$ cat src/rtl/rsv_pkg.sv
// Shared definitions for the rsv decode-stage demux scheduler.
// Holds the port count, the select width, the FSM state type and the
// lowest illegal destination value.
package rsv_pkg;

  localparam int NUM_PORTS = 6;
  localparam int SEL_W     = 3;

  // Destinations at or above this value have no demux output.
  localparam logic [SEL_W-1:0] ILLEGAL_DEST = 3'd6;

  typedef enum logic [1:0] {
    IDLE = 2'd0,
    FWD  = 2'd1,
    DROP = 2'd2
  } state_t;

endpackage

$ cat src/rtl/rsv_credit_cnt.sv
// Single-port credit counter: saturating up/down, reset to CREDITS.
// Latency: count updates on the edge after dec/inc; nonzero is combinational from count.
// Backpressure: none here; the scheduler gates dec with nonzero so it never underflows.
// Ports: clk, reset (sync, active-high), dec (credit consumed), inc (credit returned),
//        count (current credits), nonzero (count > 0).
module rsv_credit_cnt #(
  parameter int CREDITS = 4,
  parameter int CW      = $clog2(CREDITS + 1)
) (
  input  logic          clk,
  input  logic          reset,
  input  logic          dec,
  input  logic          inc,
  output logic [CW-1:0] count,
  output logic          nonzero
);

  always_ff @(posedge clk) begin
    if (reset) begin
      count <= CW'(CREDITS);
    end else if (inc && !dec) begin
      // A return at full count is held at full count.
      if (count != CW'(CREDITS)) count <= count + CW'(1);
    end else if (dec && !inc) begin
      if (count != '0) count <= count - CW'(1);
    end
  end

  assign nonzero = (count != '0);

endmodule

$ cat src/rtl/rsv_demux_sched.sv
// Scheduler for the 1-to-6 rsv output demux: locks each packet to a port, tracks credits.
// Latency: 1 cycle from acceptance to registered out_valid/out_sel/out_data.
// Backpressure: in_ready drops when the target port has no credit; illegal packets always drain.
// Ports: clk, reset (sync, active-high); in_valid/in_ready/in_head/in_tail/in_dest/in_data
//        upstream flits; out_valid/out_sel/out_data to the demux; credit_ret per-port returns;
//        busy while a packet is open. Optional macro RSV_SCHED_ERR_EN adds err_flags, err_cnt.
module rsv_demux_sched
  import rsv_pkg::*;
#(
  parameter int WIDTH   = 32,
  parameter int CREDITS = 4
) (
  input  logic                 clk,
  input  logic                 reset,
  input  logic                 in_valid,
  output logic                 in_ready,
  input  logic                 in_head,
  input  logic                 in_tail,
  input  logic [SEL_W-1:0]     in_dest,
  input  logic [WIDTH-1:0]     in_data,
  output logic                 out_valid,
  output logic [SEL_W-1:0]     out_sel,
  output logic [WIDTH-1:0]     out_data,
  input  logic [NUM_PORTS-1:0] credit_ret,
  output logic                 busy
`ifdef RSV_SCHED_ERR_EN
  ,
  output logic [1:0]           err_flags,
  output logic [7:0]           err_cnt
`endif
);

  localparam int CW = $clog2(CREDITS + 1);

  state_t               state, state_nxt;
  logic [SEL_W-1:0]     lock_port, lock_nxt;
  logic                 accept;
  logic                 issue;
  logic [SEL_W-1:0]     issue_port;
  logic                 dest_ok;
  logic [NUM_PORTS-1:0] cred_nz;
  logic [NUM_PORTS-1:0] cred_dec;
  logic [NUM_PORTS-1:0] sat_ret;
  logic [CW-1:0]        cred_cnt [NUM_PORTS];

  assign dest_ok = (in_dest < ILLEGAL_DEST);

  for (genvar k = 0; k < NUM_PORTS; k++) begin : g_cred
    assign cred_dec[k] = issue && (issue_port == SEL_W'(k));
    // Return with no matching issue while full: the counter clips it.
    assign sat_ret[k]  = credit_ret[k] && !cred_dec[k] && (cred_cnt[k] == CW'(CREDITS));

    rsv_credit_cnt #(
      .CREDITS (CREDITS),
      .CW      (CW)
    ) u_cnt (
      .clk     (clk),
      .reset   (reset),
      .dec     (cred_dec[k]),
      .inc     (credit_ret[k]),
      .count   (cred_cnt[k]),
      .nonzero (cred_nz[k])
    );
  end

  always_ff @(posedge clk) begin
    if (reset) begin
      state     <= IDLE;
      lock_port <= '0;
    end else begin
      state     <= state_nxt;
      lock_port <= lock_nxt;
    end
  end

  always_comb begin
    in_ready   = 1'b0;
    accept     = 1'b0;
    issue      = 1'b0;
    issue_port = lock_port;
    state_nxt  = state;
    lock_nxt   = lock_port;

    unique case (state)
      // in_dest only matters on a head; stray body flits and illegal heads always drain.
      IDLE:    in_ready = (!in_head || !dest_ok) ? 1'b1 : cred_nz[in_dest];
      FWD:     in_ready = cred_nz[lock_port];
      DROP:    in_ready = 1'b1;
      default: in_ready = 1'b0;
    endcase
    if (reset) in_ready = 1'b0;

    accept = in_valid && in_ready;

    if (accept) begin
      unique case (state)
        IDLE: begin
          if (in_head && dest_ok) begin
            issue      = 1'b1;
            issue_port = in_dest;
            if (!in_tail) begin
              state_nxt = FWD;
              lock_nxt  = in_dest;
            end
          end else if (in_head) begin
            if (!in_tail) state_nxt = DROP;
          end
        end
        FWD: begin
          issue      = 1'b1;
          issue_port = lock_port;
          if (in_tail) state_nxt = IDLE;
        end
        DROP: begin
          if (in_tail) state_nxt = IDLE;
        end
        default: state_nxt = IDLE;
      endcase
    end
  end

  // out_sel/out_data hold their last issued values across idle cycles.
  always_ff @(posedge clk) begin
    if (reset) begin
      out_valid <= 1'b0;
      out_sel   <= '0;
      out_data  <= '0;
    end else begin
      out_valid <= issue;
      if (issue) begin
        out_sel  <= issue_port;
        out_data <= in_data;
      end
    end
  end

  assign busy = (state != IDLE);

  sat_ret_a: assert property (@(posedge clk) disable iff (reset) sat_ret == '0)
    else $error("credit return to a port already at full credit");

`ifdef RSV_SCHED_ERR_EN
  logic drop;
  logic bad_dest;
  logic stray_body;

  assign drop       = accept && !issue;
  assign bad_dest   = accept && (state == IDLE) && in_head && !dest_ok;
  assign stray_body = accept && (state == IDLE) && !in_head;

  always_ff @(posedge clk) begin
    if (reset) begin
      err_flags <= 2'b00;
      err_cnt   <= 8'd0;
    end else begin
      if (bad_dest) err_flags[0] <= 1'b1;
      if (stray_body || (sat_ret != '0)) err_flags[1] <= 1'b1;
      if (drop && (err_cnt != 8'hFF)) err_cnt <= err_cnt + 8'd1;
    end
  end
`endif

endmodule
$ cat config.mk
export PLATFORM = sky130hd
export DESIGN_NAME = rsv_demux_sched
export DESIGN_NICKNAME = d
export VERILOG_FILES = /design/src/rtl/rsv_pkg.sv /design/src/rtl/rsv_credit_cnt.sv /design/src/rtl/rsv_demux_sched.sv
export SDC_FILE = /design/constraint.sdc
export NUM_CORES = 1
export LEC_CHECK = 0
export ABC_AREA = 1
export CORE_MARGIN = 2
export CORE_UTILIZATION = 50
export CTS_BUF_LIST = sky130_fd_sc_hd__clkbuf_4 sky130_fd_sc_hd__clkbuf_8
export DETAILED_ROUTE_END_ITERATION = 10
export GPL_TIMING_DRIVEN = 0
export PLACE_DENSITY = 0.79
export SLEW_MARGIN = 20
export SYNTH_ARGS = -nofsm -noshare
export SYNTH_HDL_FRONTEND = slang
export SYNTH_SLANG_ARGS = --single-unit
export TNS_END_PERCENT = 100
$ cat constraint.sdc
create_clock -name clk -period 3.1 [get_ports clk]
set_input_delay 0.465 -clock clk [delete_from_list [all_inputs] [get_ports clk]]
set_output_delay 0.465 -clock clk [all_outputs]
set_load 0.05 [all_outputs]
==> results.ini <==
[routing]
avgViaCountPerCell = 5.00
drt_iter0_drc = 93
drc = 0
firstDrtPassIters = 4
ant_nets = 0
wirelength_mm = 7.87
wl_per_cell_um = 13.1
num_vias = 3007

[yosys]
netlist_area_um2 = 3140
synth_cell_types = 24
avgSynthCellArea_um2 = 7.49
synth_top_family_by_area = simple AND/OR/NAND/NOR gates
synth_area_leaders = dfxtp_1 38%, ha_1 8.8%, nor2_1 8.5%
synthFlopType = dfxtp_1
syn-num-nets = 487
synth_xor_area_share_pct = 3.35
synth.top_cell.area_share_pct = 37.7
synth_seq_cells = 59
synth_area_leader_cell = dfxtp_1
synth_edf_count = 0
synth_compound_area_share_pct = 14.5
synthAdderAreaFrac_pct = 8.78
synthTopCellsByCount = 71 x nor2_1, 59 x dfxtp_1, 47 x nand2_1, 38 x inv_1, 37 x o21ai_0
yosys.area_share.simple_pct = 28.0
syn_inst = 419
yosysMostFrequentCell = nor2_1
yosysSeqAreaShare_pct = 37.7
synth_mux_area_share_pct = 0
async_flop_share_pct = 0
yosys_warnings = 0

[power_and_ir_drop]
p_seq_share_pct = 40.3
p_per_area_nw_per_um2 = 485
vdd.ir_drop.worst_uv = 315
switchingPower_mw = 0.663
combPwrFrac_pct = 26.4
p_sw_share_pct = 30.9
p_total_mw = 2.15
p_int_mw = 1.48
total_leakage_power_nw = 1.90
clkPwrFrac_pct = 33.3

[die]
initial_utilization_pct = 52.4
dieArea_um2 = 6920
die_y_um = 83.2
core_area_um2 = 5990
die_x_um = 83.2
ios = 84
num_rows = 28

[setup_path]
worstPathRequired_ps = 3310
critical_path_class = in -> reg
r2r-start = lock_port[0]
ff2ff_path_depth = 21
r2r_slack_ps = 180
worstSetupStartpoint = in_head
crit_path_max_fanout = 5
critPathLaunchType = input pin
r2r_end = g_cred[3].u_cnt.count[2]
worstSetupEndpoint = g_cred[3].u_cnt.count[2]
arrival_ps = 3200
worst_setup_path_end_kind = flip-flop

[placed_design]
placed_area_um2 = 4060
place_ws_ps = -530
hpwl_mm = 5.70
port_buffers = 83
place_congestion = 0.849

[timing]
drv_slew = 0
min_period_ps = 2980
period_share_pct = 96.2
max_freq_ghz = 0.335
setup_viol_count_final = 0
tns_ps = 0
finalClockSkew_ps = 4.30
worstMarginPinSlew_ps = 550
timing.final.hold_violations = 0
worst_slack_ps = 116
slew_headroom_pct = 63.3

[finish]
nFillCells = 453
nets = 589
design_area_um2 = 4420
area_delta_synth_final_pct = 41.0
postLayoutCoreUtil_pct = 73.8
antenna_cells = 0
drive_gt1_share_pct = 18.8

[clock_tree]
cts_buffer_depth = 2
holdBufCountCts = 0
cts_sinks = 59
clkLatencyLatePin_ps = 330
clk_pin_slew_ps = 60
cts_buffers = 9
clockRootBuffer = clkbuf_8
htreeDepth = 3
cts_tree = yes

[worst_hold_path]
hp-class = reg -> reg
hold_depth = 2

[global_routing]
grt_max_degree = 11
grt_overflow_total = 0
grt_pass1_wl_mm = 13.0
grt_pass1_vias = 2879
grt_usage_pct = 22.9
antenna_found_initial = 0

[outcome]
run_status = finished clean

[job]
max_cap_violations = 0

[power by group through the flow]
stage | Combinational (mW) | Sequential [mW] | Clock, mW
floorplan | 0.278 | 0.950 | 0
finish | 0.566 | 0.864 | 0.715
detailed placement | 0.534 | 0.875 | 0
global route | 0.627 | 0.871 | 0.768
global placement | 0.518 | 0.873 | 0
CTS | 0.543 | 0.859 | 0.726
[timing repair]
action,4_1_cts,5_1_grt
pin swaps,1,6
buffers inserted,2,5
setup endpoints to repair,6,13
resized for setup,3,35
cloned,1,0
[sequential cells by signal, indices dropped and copies added, names as in the netlist]
name                cells
out_data               32
g_cred.u_cnt.count     18
lock_port               3
out_sel                 3
state                   2
out_valid               1
[cell usage in the layout, fill, tap and decap left out, types with 2 or more instances in the layout]
cell type and n:
dlymetal6s2s_1 2, nor2_2 39, nand2_2 8, a21oi_1 23, o21bai_1 3, inv_4 2
xnor2_1 12, o21ai_1 16, dfxtp_1 58, clkbuf_8 10, clkbuf_1 6, a211oi_1 6
inv_1 36, nand3_1 30, clkbuf_4 4, ha_2 5, buf_4 7, nand3_4 2
nand2_1 39, or2_2 6, nor2_1 61, ha_1 17, buf_6 6, o21ai_0 35
inv_2 2, nand4_1 2, clkdlybuf4s50_1 80
[how the worst min path moves through the flow]
stage / from / endpoint / slack (ps)
finish: out_sel[1] / out_sel[1] / 500
CTS: out_sel[1] / out_sel[1] / 490
global placement: out_data[2] / out_data[2] / 480
floorplan: g_cred[0].u_cnt.count[0] / g_cred[0].u_cnt.count[0] / 470
detailed placement: out_sel[1] / out_sel[1] / 480
global route: out_sel[1] / out_sel[1] / 510
[through the flow]
stage,cells,hold slack (ps)
floorplan,419,467
global placement,577,477
detailed placement,577,483
CTS,596,493
global route,601,510
finish,601,501
[metal layers]
| metal | track usage (%) | vias to the layer above | wire (um) |
|---|---|---|---|
| met3 | 6.96 | 8 | 435 |
| met1 | 28.1 | 1348 | 3640 |
| met5 | 0 | - | 0 |
| met4 | 6.71 | 0 | 82 |
| li1 | - | 1569 | - |
| met2 | 38.7 | 82 | 3720 |
[cell type report]
cell class	count	area [um^2]	area share (%)
Inverter	40	155	3.51
Tap cell	75	93.8	2.12
Buffer	12	90.1	2.04
Timing Repair Buffer	90	887	20.1
Multi-Input combinational cell	309	1810	41.0
Clock inverter	2	35.0	0.792
Clock buffer	14	168	3.79
Sequential cell	59	1180	26.7
[critical path, stage by stage]
cell and delay [ps]:
clkdlybuf4s50_1 490, a21boi_4 200, nand2_1 70, inv_1 50, nand2_1 60, nand2_2 70
nand3_4 100, nand3_4 140, nand2_2 100, nand2_2 120, nand3_1 140, ha_1 250
xnor2_1 140, ha_1 210, nor2_2 160, xnor2_1 140, nor2_1 80, a21oi_1 110
o21ai_0 90
[kinds of logic after synthesis]
logic type | after synthesis
adders and majority gates | 22
and+or+nand+nor | 189
buffers and inverters | 52
xor gates and xnor gates | 12
DFF | 59
AOI/OAI and AO/OA | 85
No activity file was read; power rests on OpenSTA's default activity.
